**src/rtl/cronometro_pkg.sv**
```systemverilog
// Shared types and constants for the stopwatch input conditioning path.
package cronometro_pkg;

    typedef enum logic [1:0] {
        IDLE         = 2'd0,
        PRESS_WAIT   = 2'd1,
        PRESSED      = 2'd2,
        RELEASE_WAIT = 2'd3
    } key_state_t;

    localparam int unsigned CLK_HZ        = 50_000_000;
    localparam int unsigned DEBOUNCE_10MS = CLK_HZ / 100;

    // Width of a counter that must hold the largest of three cycle limits.
    function automatic int unsigned cnt_width(input int unsigned a,
                                              input int unsigned b,
                                              input int unsigned c);
        int unsigned m;
        m = (a > b) ? a : b;
        m = (m > c) ? m : c;
        return $clog2(m + 1);
    endfunction

endpackage

```
**src/rtl/key_debouncer_if.sv**
```systemverilog
// Raw key inputs and conditioned outputs between the board buttons and the stopwatch core.
interface key_debouncer_if #(
    parameter int unsigned N_KEYS = 4
);
    logic [N_KEYS-1:0] KEY;
    logic [N_KEYS-1:0] key_level;
    logic [N_KEYS-1:0] press_pulse;
    logic [N_KEYS-1:0] release_pulse;

    modport master (output KEY, input key_level, input press_pulse, input release_pulse);
    modport slave  (input KEY, output key_level, output press_pulse, output release_pulse);
endinterface

```
**src/rtl/key_debounce_ch.sv**
```systemverilog
// One key channel: 2-FF synchronizer, debounce FSM and registered level/pulse outputs.
// Build option KEY_AUTOREPEAT_EN adds hold-to-repeat press pulses.
module key_debounce_ch
    import cronometro_pkg::*;
#(
    parameter int unsigned DEBOUNCE_CYCLES = DEBOUNCE_10MS,
    parameter int unsigned REPEAT_DELAY    = 25_000_000,
    parameter int unsigned REPEAT_PERIOD   = 5_000_000
) (
    input  logic clk,
    input  logic rst,
    input  logic key_n_i,
    output logic level_o,
    output logic press_o,
    output logic release_o
);

    localparam int unsigned CNT_W = cnt_width(DEBOUNCE_CYCLES, REPEAT_DELAY, REPEAT_PERIOD);
    localparam logic [CNT_W-1:0] DB_LAST = CNT_W'(DEBOUNCE_CYCLES - 1);
    localparam logic [CNT_W-1:0] CNT_ONE = CNT_W'(1);
    localparam logic [CNT_W-1:0] CNT_MAX = {CNT_W{1'b1}};

    if (DEBOUNCE_CYCLES < 2) begin : g_bad_cfg
        $error("key_debounce_ch: DEBOUNCE_CYCLES must be >= 2");
    end

    logic [1:0]       sync_q;
    logic             raw_p;
    key_state_t       state_q, state_d;
    logic [CNT_W-1:0] cnt_q, cnt_d;
    logic             level_q, level_d;
    logic             press_q, press_d;
    logic             release_q, release_d;

`ifdef KEY_AUTOREPEAT_EN
    localparam logic [CNT_W-1:0] RD_LAST = CNT_W'(REPEAT_DELAY - 1);
    localparam logic [CNT_W-1:0] RP_LAST = CNT_W'(REPEAT_PERIOD - 1);

    logic [CNT_W-1:0] hold_q, hold_d;
    logic             rep_q, rep_d;
    logic [CNT_W-1:0] hold_last;

    // First repeat waits the long delay, later ones the short period.
    assign hold_last = rep_q ? RP_LAST : RD_LAST;
`endif

    function automatic logic [CNT_W-1:0] sat_inc(input logic [CNT_W-1:0] v);
        return (v == CNT_MAX) ? v : v + CNT_ONE;
    endfunction

    // Synchronizer resets to the released level so a held key is re-qualified after reset.
    always_ff @(posedge clk or posedge rst) begin
        if (rst) begin
            sync_q <= 2'b11;
        end else begin
            sync_q <= {sync_q[0], key_n_i};
        end
    end

    assign raw_p = ~sync_q[1];

    always_ff @(posedge clk or posedge rst) begin
        if (rst) begin
            state_q   <= IDLE;
            cnt_q     <= '0;
            level_q   <= 1'b0;
            press_q   <= 1'b0;
            release_q <= 1'b0;
`ifdef KEY_AUTOREPEAT_EN
            hold_q    <= '0;
            rep_q     <= 1'b0;
`endif
        end else begin
            state_q   <= state_d;
            cnt_q     <= cnt_d;
            level_q   <= level_d;
            press_q   <= press_d;
            release_q <= release_d;
`ifdef KEY_AUTOREPEAT_EN
            hold_q    <= hold_d;
            rep_q     <= rep_d;
`endif
        end
    end

    always_comb begin
        state_d   = state_q;
        cnt_d     = cnt_q;
        level_d   = level_q;
        press_d   = 1'b0;
        release_d = 1'b0;
`ifdef KEY_AUTOREPEAT_EN
        hold_d    = '0;
        rep_d     = 1'b0;
`endif
        case (state_q)
            IDLE: begin
                if (raw_p) begin
                    state_d = PRESS_WAIT;
                    cnt_d   = CNT_ONE;
                end
            end
            PRESS_WAIT: begin
                if (!raw_p) begin
                    state_d = IDLE;
                    cnt_d   = '0;
                end else if (cnt_q == DB_LAST) begin
                    state_d = PRESSED;
                    cnt_d   = '0;
                    level_d = 1'b1;
                    press_d = 1'b1;
                end else begin
                    cnt_d = sat_inc(cnt_q);
                end
            end
            PRESSED: begin
                if (!raw_p) begin
                    state_d = RELEASE_WAIT;
                    cnt_d   = CNT_ONE;
                end else begin
`ifdef KEY_AUTOREPEAT_EN
                    if (hold_q == hold_last) begin
                        press_d = 1'b1;
                        hold_d  = '0;
                        rep_d   = 1'b1;
                    end else begin
                        hold_d = sat_inc(hold_q);
                        rep_d  = rep_q;
                    end
`endif
                end
            end
            RELEASE_WAIT: begin
                if (raw_p) begin
                    state_d = PRESSED;
                    cnt_d   = '0;
                end else if (cnt_q == DB_LAST) begin
                    state_d   = IDLE;
                    cnt_d     = '0;
                    level_d   = 1'b0;
                    release_d = 1'b1;
                end else begin
                    cnt_d = sat_inc(cnt_q);
                end
            end
            default: begin
                state_d = IDLE;
                cnt_d   = '0;
            end
        endcase
    end

    assign level_o   = level_q;
    assign press_o   = press_q;
    assign release_o = release_q;

endmodule

```
**src/rtl/key_debouncer.sv**
```systemverilog
// Debounces N_KEYS active-low board buttons into clean levels and single-cycle pulses.
// Build option KEY_AUTOREPEAT_EN enables hold-to-repeat press pulses in every channel.
module key_debouncer
    import cronometro_pkg::*;
#(
    parameter int unsigned N_KEYS          = 4,
    parameter int unsigned DEBOUNCE_CYCLES = DEBOUNCE_10MS,
    parameter int unsigned REPEAT_DELAY    = 25_000_000,
    parameter int unsigned REPEAT_PERIOD   = 5_000_000
) (
    input  logic           CLOCK_50,
    input  logic           reset,
    key_debouncer_if.slave kif
);

    logic [N_KEYS-1:0] level_w;
    logic [N_KEYS-1:0] press_w;
    logic [N_KEYS-1:0] release_w;

    for (genvar i = 0; i < N_KEYS; i++) begin : g_ch
        key_debounce_ch #(
            .DEBOUNCE_CYCLES (DEBOUNCE_CYCLES),
            .REPEAT_DELAY    (REPEAT_DELAY),
            .REPEAT_PERIOD   (REPEAT_PERIOD)
        ) u_ch (
            .clk       (CLOCK_50),
            .rst       (reset),
            .key_n_i   (kif.KEY[i]),
            .level_o   (level_w[i]),
            .press_o   (press_w[i]),
            .release_o (release_w[i])
        );
    end

    assign kif.key_level     = level_w;
    assign kif.press_pulse   = press_w;
    assign kif.release_pulse = release_w;

endmodule
```
**src/flat_wrapper.sv**
```systemverilog
// flat-port wrapper written by rule: the top's interface ports become plain ports
module key_debouncer_flat import cronometro_pkg::*;
#(
    parameter int unsigned N_KEYS          = 4,
    parameter int unsigned DEBOUNCE_CYCLES = DEBOUNCE_10MS,
    parameter int unsigned REPEAT_DELAY    = 25_000_000,
    parameter int unsigned REPEAT_PERIOD   = 5_000_000
)
  (CLOCK_50, reset, kif_KEY, kif_key_level, kif_press_pulse, kif_release_pulse);
  key_debouncer_if #(.N_KEYS(N_KEYS)) kif_i ();
  input  logic CLOCK_50;
  input  logic reset;
  input wire logic [$bits(kif_i.KEY)-1:0] kif_KEY;
  output wire logic [$bits(kif_i.key_level)-1:0] kif_key_level;
  output wire logic [$bits(kif_i.press_pulse)-1:0] kif_press_pulse;
  output wire logic [$bits(kif_i.release_pulse)-1:0] kif_release_pulse;
  assign kif_i.KEY = kif_KEY;
  assign kif_key_level = kif_i.key_level;
  assign kif_press_pulse = kif_i.press_pulse;
  assign kif_release_pulse = kif_i.release_pulse;
  key_debouncer #(.N_KEYS(N_KEYS), .DEBOUNCE_CYCLES(DEBOUNCE_CYCLES), .REPEAT_DELAY(REPEAT_DELAY), .REPEAT_PERIOD(REPEAT_PERIOD)) u_core (.CLOCK_50(CLOCK_50), .reset(reset), .kif(kif_i));
endmodule
```
**config.mk**
```make
export PLATFORM = sky130hd
export DESIGN_NAME = key_debouncer_flat
export DESIGN_NICKNAME = d
export VERILOG_FILES = /design/src/rtl/cronometro_pkg.sv /design/src/rtl/key_debouncer_if.sv /design/src/rtl/key_debounce_ch.sv /design/src/rtl/key_debouncer.sv /design/src/flat_wrapper.sv
export SDC_FILE = /design/constraint.sdc
export NUM_CORES = 1
export LEC_CHECK = 0
export CORE_MARGIN = 1.5
export CORE_UTILIZATION = 40
export CTS_BUF_LIST = sky130_fd_sc_hd__clkbuf_4
export CTS_CLUSTER_DIAMETER = 120
export CTS_CLUSTER_SIZE = 28
export DETAILED_ROUTE_END_ITERATION = 10
export PLACE_DENSITY = 0.58
export SLEW_MARGIN = 25
export SYNTH_ARGS = -nofsm -noshare
export SYNTH_HDL_FRONTEND = slang
export SYNTH_SLANG_ARGS = --single-unit
```
**constraint.sdc**
```tcl
create_clock -name CLOCK_50 -period 4.9 [get_ports CLOCK_50]
set_clock_uncertainty 0.1 [all_clocks]
set_input_delay 0.98 -clock CLOCK_50 [delete_from_list [all_inputs] [get_ports CLOCK_50]]
set_output_delay 0.98 -clock CLOCK_50 [all_outputs]
set_load 0.02 [all_outputs]
```
==> flow_results.org, run 1 <==
** Clocking
- Number of buffers created by CTS :: 17
- The H-tree generated during clock tree synthesis spans 4 levels.
- Maximum root-to-sink buffer count :: 2
- Cts repair resizes :: 0
- Clock Pin Slew Worst Setup and Hold Paths :: 0.12 ns
- CTS tree :: done
- CTS placed an instance of clkbuf_4 at the clock tree root.
- Clock sink total :: roughly 130
- Post CTS Setup Buffer Count :: 0
- Number of buffers inserted by hold repair at cts :: 0
- At the later pin of the worst-skew pair, clock insertion delay measures 0.56 ns.

** Setup path
- In this run the critical register-to-register path is launched from u_core.g_ch[2].u_ch.cnt_q[10].
- CP Max Fanout :: 13
- Type of the setup path with the least slack :: reg2reg
- The worst register-to-register path ends at u_core.g_ch[2].u_ch.cnt_q[16].
- STA puts the critical path data required time at 5.25 ns.
- STA classifies the critical path endpoint as a flop.
- Startpoint Class :: flop
- Critical path data arrival time :: roughly 3.1 ns
- The setup check on the worst reg-to-reg path leaves a slack of 2.20 ns.
- Measured in cells, the most critical reg-to-reg path has a length of 6.

** Run
- Maximum capacitance violations :: 0

** STA
- Highest Clock Rate :: 371 MHz
- Worst Hold Margin :: 0.256 ns
- Number of setup violations in the final report :: 0
- The number of endpoints with negative hold slack in the final report came to 0.
- Counting I/O delays and the setup requirement, the final critical path takes 2.70 ns.
- Unrepaired setup endpoints after global routing :: false
- For the pin with the worst max-slew slack, the measured transition is 0.887 ns.
- Slew Limit Fails :: 0
- Dividing the final minimum period by the clock period gives 55.0%.
- Measured against its own limit, the worst slew margin works out to 40.6%.
- Setup ws final :: between 2 and 2.5 ns
- Setup total negative slack on the finished layout was measured at 0 ns.

** GRT
- Entering global routing, the biggest net connects 81 pins.
- The first global-routing pass estimated around 30000 um of wire.
- The number of global-route vias before repair came to between 6000 and 7000.
- Initial antenna violation count :: 1
- Across every metal layer, demand over resource in global routing totals 18.8%.
- Congestion Overflow GR :: 0

** Detailed routing
- Routed via count divided by cell count :: 6.35
- The count of nets left with antenna violations once routing finished came out at 0.
- The final route contains 6636 vias.
- First drt pass iteration count :: 7
- After detailed routing, the average wire length per cell comes to 17.0 um.
- In the routed design, unresolved DRC markers number 0.
- Wires add up to 17800 um.
- Number of violations reported at the end of detailed-routing iteration 0 :: 864

** Floorplanning
- Floorplan row count :: 49
- Measured along the x axis, the die boundary spans 138 um.
- The floorplan step set the die height to 138 um.
- Effective utilization at floorplan :: 40.8%
- For this design the top-level I/O count stands at 18.
- The floorplan step defined a core boundary enclosing 18000 sq um.
- The floorplan step defined a die boundary enclosing 19200 sq um.

** Power and ir drop
- The clock network is responsible for 35.6% of the overall power.
- Internal power component :: ~1.6 mW
- Switching part of the total power :: 30.0%
- Total Power :: between 2 and 2.5 mW
- Summed over all cells, the static leakage comes to between 3 and 4 nW.
- The share of total power dissipated in sequential elements is 50.3%.
- Peak supply drop :: 0.165 mV
- Switching component of the power :: 0.696 mW
- Of the total power, combinational logic draws 14.1%.
- Power spread over the standard cell area amounts to 294 nW/um^2.

** Synth
- Part of the Yosys area used for sequential elements :: 43.8%
- In the synthesized netlist, the cells that appear most often are 120 x dfrtp_1, 69 x nand2_1, 54 x a21oi_1, 49 x a31oi_1, 47 x nand3_1.
- During synthesis, Yosys emitted a total of 0 warnings.
- After synthesis the cells add up to about 7300 sq um.
- Averaged over all synthesized cells, the footprint is 9.04 sq um.
- Flip-flop and latch count after synthesis :: 128
- Post-synthesis async set-or-reset flop share :: 100%
- Post-Synthesis Cells :: a little over 800
- The number of nets in the synthesized netlist is ~820.
- The synthesized design spends more area on one cell type than any other, namely dfrtp_1.
- The most used flip-flop cell after synthesis is dfrtp_1.
- Yosys instantiated no cell more often than dfrtp_1.
- Area contributors post-synth :: dfrtp_1 41%, a31oi_1 4.2%, a21oi_1 3.7%
- Share of the synthesized area in the top cell type :: 40.9%
- After synthesis, the netlist uses 69 different library cells.
- Yosys mapped a number of flops with a built-in enable equal to 0.

** Placed design
- During placement, the flow inserted port buffers numbering 17.
- After detailed placement, the design holds a cell count of 1012.
- At the placement stage, the worst setup path has a slack of 2.19 ns.
- The placed instances occupy a cell area of 7580 sq um.
- At the end of routability-driven placement, the weighted congestion stood at 0.873.
- Once detailed placement completed, the half-perimeter wirelength came to 11800 um.

** Min path
- The path with the worst hold slack has its endpoint at u_core.g_ch[1].u_ch.sync_q[1].
- The worst hold path passes through 0 cells.
- In this run the most critical hold path is launched from u_core.g_ch[1].u_ch.sync_q[0].
- Path type of the worst min-delay path :: reg2reg

** Final layout
- The net count of the finished layout is 812.
- The post-route netlist has 8.22% of its cells at a drive strength greater than 1.
- Cell area after layout :: 7910 sq um
- Final core utilization :: 44.0%
- The area growth from synthesis to layout is 7.85%.
- Number of non-filler instances in the completed layout :: around 1000

** Status
- Result of the run :: complete, no violations
-- routing by layer --
metal	track usage, %	share of wire, %
met5	0	0
met4	7.09	1.5
met3	2.91	4.7
met1	25.8	47
met2	30.1	47
-- placed cells by master (no fill, tap or decap), drive strengths merged, types with 5 or more instances in the layout --
cell and instances:
dfrtp 120, a21oi 54, nor2 41, o211ai 17, nor4 16, clkdlybuf4s50 17
a32o 5, a21o 18, nand4 34, or3 14, clkinv 7, xnor2 9
and2 10, inv 25, and3 14, nand2 69, nor3 30, o31ai 12
buf 5, a41oi 9, and4 16, o41ai 5, clkbuf 20, or4 29
o21ai 46, nor4b 7, dfstp 8, nand3 48, a31oi 49
-- final cells by class --
cell class / instances / area (sq um)
multi-input combinational: 608 / 3770
fill: 1775 / 10100
antenna: 1 / 2.50
clock buffer: 20 / 150
timing repair buffer: 22 / 220
sequential: 128 / 3210
clock inverter: 12 / 168
inverter: 25 / 98.8
tap: 229 / 287
-- how the worst max path moves through the flow --
stage	from	to	slack, ns	depth (start not counted)
2_1_floorplan	reset	asynchronous set/reset pin	0.42	1
3_3_place_gp	u_core.g_ch[0].u_ch.cnt_q[0]	u_core.g_ch[0].u_ch.cnt_q[22]	2.20	6
3_5_place_dp	u_core.g_ch[3].u_ch.cnt_q[0]	u_core.g_ch[3].u_ch.cnt_q[2]	2.19	6
4_1_cts	u_core.g_ch[3].u_ch.cnt_q[0]	u_core.g_ch[3].u_ch.cnt_q[2]	2.14	6
5_1_grt	u_core.g_ch[2].u_ch.cnt_q[10]	u_core.g_ch[2].u_ch.cnt_q[10]	1.99	6
6_report	u_core.g_ch[2].u_ch.cnt_q[10]	u_core.g_ch[2].u_ch.cnt_q[16]	2.20	6
-- registers in the layout, indices dropped and copies added, names as in the netlist, named ones only --
signal and cells:
u_core.g_ch.u_ch.cnt_q 100, u_core.g_ch.u_ch.sync_q 8, u_core.g_ch.u_ch.level_o 4, u_core.g_ch.u_ch.press_o 4
u_core.g_ch.u_ch.release_o 4, u_core.g_ch.u_ch.state_q 4
-- power by group through the flow --
| stage | Sequential, mW | Combinational [mW] | Clock, mW |
|---|---|---|---|
| 3_5_place_dp | 1.19 | 0.327 | 0 |
| 6_report | 1.17 | 0.327 | 0.827 |
| 5_1_grt | 1.18 | 0.364 | 0.893 |
| 4_1_cts | 1.17 | 0.329 | 0.847 |
| 3_3_place_gp | 1.18 | 0.315 | 0 |
| 2_1_floorplan | 1.17 | 0.254 | 0 |
-- worst max-delay path, stage by stage, from the launching register on --
cell and delay (ns):
dfrtp_1 0.45, or4_1 0.57, nor3_1 0.26, nand3_1 0.28
o21ai_1 0.54, buf_4 0.33, a21oi_1 0.06
-- cells by family after synthesis --
group	count (synthesis)	share of synthesized area, %
mux	4	0.546
simple gates	338	25.9
xor+xnor	10	1.30
fa+ha+maj	4	0.683
flops	128	43.8
buf+inv	75	5.00
compound gates	252	22.8
(Power assumes the default switching activity.)
==> inputs of run 2 (changes only) <==
- clock period: 4.9 -> 2.6 ns (I/O delays scaled with it)
==> run 2 against run 1 <==
Effect of this change:
- largest power group unchanged
- die area did not move
- routed wire length is 0.68% higher
- via count grew 0.77%
- highest routed layer unchanged
==> flow_results.org, run 2 (synthesis results as in run 1) <==
** GRT
- Pin count of the biggest net entering global routing :: 60 (-26%)
- Met2 usage in global routing :: 30.4% (+0.29 points)
- Congestion Overflow GR :: 0 (unchanged)
- The overall global routing resource usage came to 19.1% (+0.33 points).
- The met1 usage in global routing came to 26.1% (+0.32 points).
- The global routing met3 resource utilization came to 3.71% (+0.80 points).
- The number of global-route vias before repair came to 6300 (+2.7%).
- Initial antenna violation count :: 1 (unchanged)
- The global-route wire length before repair was 30600 um (+1.4%).
- Layer with the highest usage :: met2

** Clocking
- The post-CTS setup repair buffer count came to 0 (unchanged).
- Number of levels the H-tree was split into :: 4 (unchanged)
- Clock sink total :: 128 (unchanged)
- TritonCTS built the clock tree.
- The clock tree buffer depth was 2 (unchanged).
- Clock root buffer :: clkbuf_4
- The clock-pin slew on the worst setup and hold paths came to 0.11 ns (about the same).
- The number of buffers added by the clock tree synthesis step is 17 (unchanged).
- The clock latency of the later-clocked register in the worst-skew pair came to 0.55 ns (about the same).

** Setup path
- The critical path in this run is classified as reg2reg.
- The critical path goes through ha_1 -> nand4_2 -> or4_4 -> o211a_1 -> a31o_1 -> a31oi_1.
- Endpoint required time on the critical path :: 2.97 ns (-2.28 ns)
- The maximum fanout count along the critical path came to 6 (-7).
- The depth of the worst register-to-register path is 6 (unchanged).
- The critical path arrival is 2.76 ns (-0.29 ns).
- The worst setup path is captured at a flop.
- Reg2Reg Capture Point :: u_core.g_ch[3].u_ch.cnt_q[10]
- Slowest cell delay on critical path :: 0.63 ns (+0.06 ns)
- Reg2reg setup slack :: 0.21 ns (-2.00 ns)
- CP max-delay cell :: or4_4
- R2r startpoint :: u_core.g_ch[3].u_ch.cnt_q[0]
- Startpoint Class :: flop

** Detailed routing
- The remaining antenna violation count came to 0 (unchanged).
- Number of DRC violations after detailed routing :: 0 (unchanged)
- The starting DRC count in detailed routing is 656 (-24%).
- The total number of vias is 6687 (+0.77%).
- The routed length per placed instance was 16.8 um (-1.6%).
- The routed wire length is 17900 um (+0.68%).
- The number of detailed-routing iterations run before antenna repair was 5 (-2).
- Routed via count divided by cell count :: 6.26 (-1.5%)

** Final layout
- Layout Nets :: 836 (+3.0%)
- Share of post-route cells with drive strength above 1 :: 10.6% (+2.4 points)
- Area used by multi-input combinational logic :: 3760 sq um (-0.13%)
- Most common library cell in the layout ignoring fill and taps :: dfrtp_1
- Most frequent cells in the layout :: 120 x dfrtp_1, 69 x nand2_1, 52 x a21oi_1
- Largest registers :: u_core.g_ch.u_ch.cnt_q x100, u_core.g_ch.u_ch.sync_q x8
- Largest register FFs :: 100 (unchanged)
- The area growth from synthesis to layout is 9.91%.
- Register with the most flip-flops :: u_core.g_ch.u_ch.cnt_q
- The sequential cell area in the final layout came to 3210 sq um (unchanged).
- Fill cells :: 1746 (-1.6%)

** Power and ir drop
- Peak supply drop :: 0.208 mV (+27%)
- Static leakage power :: 3.12 nW (+3.7%)
- The switching part of the total power is 30.4% (+0.45 points).
- The sequential share of power came to 51.0% (+0.7 points).
- The power density over cell area is 533 nW/um^2 (+81%).
- The share of total power in combinational logic came to 15.9% (+1.8 points).
- Part of the power in the clock network :: 33.1% (-2.5 points)
- Switching component of the power :: 1.31 mW (+88%)
- Internal power component :: 2.99 mW (+84%)

** STA
- The slew at the pin with the worst max-slew slack was 0.775 ns (-0.113 ns).
- Share of the clock period used by the worst path :: 92.1% (+37 points)
- Max-slew headroom :: 48.4% (+7.7 points)
- Slew Limit Fails :: 0 (unchanged)
- Highest Clock Rate :: 418 MHz (+13%)
- Number of setup violations in the final report :: 0 (unchanged)
- Minimum clock period :: 2.39 ns (-0.302 ns)
- Unrepaired setup endpoints after global routing :: false
- Worst Hold Margin :: 0.234 ns (-0.0220 ns)
- The final setup TNS was 0 ns (unchanged).
- The number of endpoints with negative hold slack in the final report came to 0 (unchanged).

** Status
- The run finished with clean final reports.

** Placed design
- Placed wire-length estimate :: 12300 um (+4.0%)
- Port Buf Inserts :: 17 (unchanged)
- RePlAce Congestion :: 0.880 (+0.83%)

** Floorplanning
- The die span in y came to 138 um (unchanged).
- Area of the placeable core :: 18000 sq um (unchanged)
- The die area was 19200 sq um (unchanged).
- The total number of placement rows came to 49 (unchanged).
- The number of top-level pins is 18 (unchanged).
- Effective utilization at floorplan :: 40.8% (unchanged)
- Die outline width :: 138 um (unchanged)

** Run
- The reported max-cap violation count was 0 (unchanged).

** Min path
- In this run the worst hold path is classified as in2async.
[run 2: cell count changes in the layout (fill, tap and decap cells not counted), sizes merged]
cell | previous run | this run
inv | 25 | 24
buf | 5 | 29
clkbuf | 20 | 18
bufinv | 4 | 3
clkinv | 7 | 11
[run 2: area by class of cell]
cell class	instances	area share, %
multi-input combinational	608	46.7
tap	229	3.55
antenna	1	0.0310
clock buffer	18	1.68
inverter	25	1.21
timing repair buffer	46	5.12
clock inverter	14	1.83
sequential	128	39.9
[run 2: routing by layer]
| metal | vias to the layer above | routed length, um |
|---|---|---|
| met5 | - | 0 |
| met4 | 0 | 249 |
| met3 | 25 | 760 |
| met2 | 204 | 8440 |
| met1 | 3268 | 8460 |
| li1 | 3190 | - |
[run 2: worst max-delay path: cells and delay by family, from the launching register on]
family | cells | cell delay (ns)
adders and majority gates | 1 | 0.25
DFF | 1 | 0.46
and+or+nand+nor | 2 | 0.82
AOI/OAI and AO/OA | 3 | 0.69
[run 2: per-stage QoR]
stage | area [sq um] | cells | worst slack, ns | power, mW | utilization (%)
2_1_floorplan | 7340 | 811 | 0.405 | 2.69 | -
3_3_place_gp | 7770 | 1036 | 0.275 | 2.89 | 43.3
3_5_place_dp | 7770 | 1036 | 0.194 | 2.91 | 43.3
4_1_cts | 8050 | 1068 | 0.179 | 4.34 | 44.8
5_1_grt | 8060 | 1069 | 0.0412 | 4.53 | 44.9
6_report | 8060 | 1069 | 0.206 | 4.30 | 44.9
[run 2: worst max path at each step]
stage | end | startpoint | cells after the start
global route | u_core.g_ch[3].u_ch.cnt_q[20] | u_core.g_ch[3].u_ch.cnt_q[0] | 7
floorplan | asynchronous set/reset pin | reset | 1
global placement | u_core.g_ch[3].u_ch.cnt_q[21] | u_core.g_ch[3].u_ch.cnt_q[0] | 7
detailed placement | u_core.g_ch[3].u_ch.cnt_q[21] | u_core.g_ch[3].u_ch.cnt_q[0] | 7
finish | u_core.g_ch[3].u_ch.cnt_q[10] | u_core.g_ch[3].u_ch.cnt_q[0] | 6
CTS | u_core.g_ch[3].u_ch.cnt_q[21] | u_core.g_ch[3].u_ch.cnt_q[0] | 7
[run 2: power groups by stage]
stage,Sequential [mW],Clock (mW),Combinational [mW]
floorplan,2.21,0,0.479
global placement,2.22,0,0.665
detailed placement,2.23,0,0.687
CTS,2.19,1.46,0.688
global route,2.21,1.55,0.764
finish,2.19,1.42,0.682
[run 2: repair_timing]
| action | in CTS | in global routing |
|---|---|---|
| resized for setup | 0 | 2 |
| hold buffers | 0 | 0 |
| setup endpoints to repair | 0 | 5 |
==> inputs of run 3 (changes only) <==
- PLACE_DENSITY: 0.58 -> default
==> run 3 against run 2 <==
Effect of this change:
- setup slack worse by 0.077 ns
- fmax is 3.1% lower
- largest cell class unchanged
- worst hold slack better by 0.025 ns
- non-clock buffer count is 1 lower
- core utilization is 0.33 points higher
- routed wire length is 1.0% lower
- sequential share of layout area is 0.29 points lower
==> flow_results.org, run 3 (synthesis results as in run 1) <==
** Clocking
- The clock latency of the later-clocked register in the worst-skew pair came to 0.54 ns (about the same).
- Clock root buffer :: clkbuf_4
- Number of buffers inserted by hold repair at cts :: 0 (unchanged)
- Number of levels the H-tree was split into :: 4 (unchanged)
- The clock-pin slew on the worst setup and hold paths was 0.12 ns (about the same).
- Cts repair resizes :: 0 (unchanged)
- Clock sink total :: 128 (unchanged)
- The number of buffers added by the clock tree synthesis step came to 17 (unchanged).
- TritonCTS built the clock tree.
- Post CTS Setup Buffer Count :: 0 (unchanged)
- The clock tree buffer depth was 2 (unchanged).

** Placed design
- Placed wire-length estimate :: 12000 um (-2.3%)
- Worst setup slack after placement :: 0.128 ns (-0.0656 ns)
- The routability-driven placement congestion ratio was 0.895 (+1.7%).
- # placed instances :: 1035 (-0.097%)
- The placed cell area was 7760 sq um (-0.16%).
- Port Buf Inserts :: 17 (unchanged)

** Floorplanning
- Die height :: 138 um (unchanged)
- Die outline width :: 138 um (unchanged)
- Io pins :: 18 (unchanged)
- The die area was 19200 sq um (unchanged).
- The total core area is 18000 sq um (unchanged).
- The initial core utilization is 40.8% (unchanged).
- The total number of placement rows was 49 (unchanged).

** Final layout
- Leaving out fill and tap cells, the most frequent cell in the layout is dfrtp_1.
- Cell area after layout :: 8120 sq um (+0.73%)
- Register with the most flip-flops :: u_core.g_ch.u_ch.cnt_q
- Largest register FFs :: 100 (unchanged)
- Number of non-filler instances in the completed layout :: 1068 (-0.094%)
- Largest registers :: u_core.g_ch.u_ch.cnt_q x100, u_core.g_ch.u_ch.sync_q x8
- Area delta synth->final :: 10.7%
- The fraction of final layout cells with drive strength greater than 1 came to 11.2% (+0.61 points).
- Most frequent cells in the layout :: 120 x dfrtp_1, 67 x nand2_1, 52 x a21oi_1
- Area used by multi-input combinational logic :: 3780 sq um (+0.30%)
- The sequential cell area in the final layout was 3210 sq um (unchanged).
- Fill cells :: 1744 (-0.11%)
- The fraction of the core area covered by cells at the end of the flow was 45.2% (+0.33 points).
- Layout Nets :: 835 (-0.12%)

** GRT
- The global-route congestion overflow total is 0 (unchanged).
- The number of antenna violations at the first check in global routing is 1 (unchanged).
- The number of global-route vias before repair is 6331 (+0.49%).
- Pin count of the biggest net entering global routing :: 90 (+50%)
- Total GRT Usage :: 18.9% (-0.28 points)
- Wire length of the first global-routing pass :: 30400 um (-0.59%)

** STA
- Setup repair after global routing left no endpoint under its margin.
- The final critical path time including I/O delays and setup was 2.47 ns (+0.0773 ns).
- The final worst slack was 0.129 ns (-0.0773 ns).
- The total setup violations reported at the end of the flow is 0 (unchanged).
- Worst Hold Margin :: 0.259 ns (+0.0249 ns)
- The slew at the pin with the worst max-slew slack came to 0.773 ns (-0.00119 ns).
- The number of endpoints with negative hold slack in the final report was 0 (unchanged).
- Slew Limit Fails :: 0 (unchanged)
- Total negative slack :: 0 ns (unchanged)
- Share of the clock period used by the worst path :: 95.0% (+3.0 points)
- The upper clock frequency limit is 405 MHz (-3.1%).
- Max-slew headroom :: 48.3% (about the same)

** Detailed routing
- Via count of the routed design :: 6671 (-0.24%)
- Post-detailed-route count of antenna-violating nets :: 0 (unchanged)
- First drt pass iteration count :: 6 (+1)
- The starting DRC count in detailed routing is 723 (+10%).
- Number of DRC violations after detailed routing :: 0 (unchanged)
- Wirelength per Cell :: 16.6 um (-0.94%)
- Total wire length after detailed routing :: 17700 um (-1.0%)
- Routed via count divided by cell count :: 6.25 (-0.15%)

** Setup path
- CP Max Fanout :: 32 (+26)
- By startpoint and endpoint, the worst setup path is classified as reg2reg.
- Ordered list of cells on the worst path :: ha_1 -> and3_1 -> nand3_1 -> o31a_1 -> buf_4 -> a32o_1 -> a21o_1
- Startpoint Class :: flop
- The maximum single-stage delay on the critical path was 0.47 ns (-0.16 ns).
- Crit path capture type :: flop
- The data required time at the worst endpoint is 2.93 ns (-0.04 ns).
- The critical path arrival came to 2.80 ns (+0.04 ns).
- The slowest stage of the critical path is the dfrtp_1 cell.

** Status
- The flow ran to the end, and the final reports show no timing, DRC or antenna violations.

** Power and ir drop
- Total Power :: 4.53 mW (+5.4%)
- Peak supply drop :: 0.420 mV (+100%)
- Static leakage power :: 3.13 nW (+0.49%)
- The power density over cell area is 558 nW/um^2 (+4.7%).

** Min path
- Path type of the worst min-delay path :: reg2reg

** Run
- The reported max-cap violation count was 0 (unchanged).
-- run 3: path summary, 6_finish.rpt --
kind                                            endpoint                           from  cells past startpoint  slack (ns)
max                        u_core.g_ch[3].u_ch.cnt_q[20]   u_core.g_ch[3].u_ch.cnt_q[0]                      7        0.13
min                        u_core.g_ch[3].u_ch.sync_q[1]  u_core.g_ch[3].u_ch.sync_q[0]                      0        0.26
max reg2reg                u_core.g_ch[3].u_ch.cnt_q[20]   u_core.g_ch[3].u_ch.cnt_q[0]                      7        0.13
min reg2reg                u_core.g_ch[3].u_ch.sync_q[1]  u_core.g_ch[3].u_ch.sync_q[0]                      0        0.26
max in group asynchronous  u_core.g_ch[2].u_ch.sync_q[0]                          reset                      3        1.63
min in group asynchronous     asynchronous set/reset pin                          reset                      3        0.31
-- run 3: routing by layer --
metal  vias to the layer above  wire [um]  global-route usage, %
met4                         0        210                   6.54
met1                      3260       8210                   25.0
li1                       3189          -                      -
met3                        25        847                   4.05
met2                       197       8460                   30.6
met5                         -          0                      0
-- run 3: critical path: cells and delay by family, from the launching register on --
| kind | cells | cell delay, ns |
|---|---|---|
| AOI/OAI and AO/OA | 3 | 0.76 |
| adders and majority gates | 1 | 0.26 |
| buffers and inverters | 1 | 0.23 |
| DFF | 1 | 0.47 |
| and+or+nand+nor | 2 | 0.53 |
-- run 3: power breakdown --
part           leakage [nW]  internal, mW  switching, mW  total (mW)
clock network         0.182         0.870          0.782        1.65
registers              1.74          2.08          0.112        2.19
logic                  1.21         0.241          0.446       0.687
-- run 3: area by class of cell --
class | count | area share [%]
repair buffers | 45 | 4.84
clock inverters | 14 | 2.65
multi-input cells | 608 | 46.5
flip-flops and latches | 128 | 39.6
inverters | 25 | 1.20
clock buffers | 18 | 1.66
diodes | 1 | 0.0308
well taps | 229 | 3.53
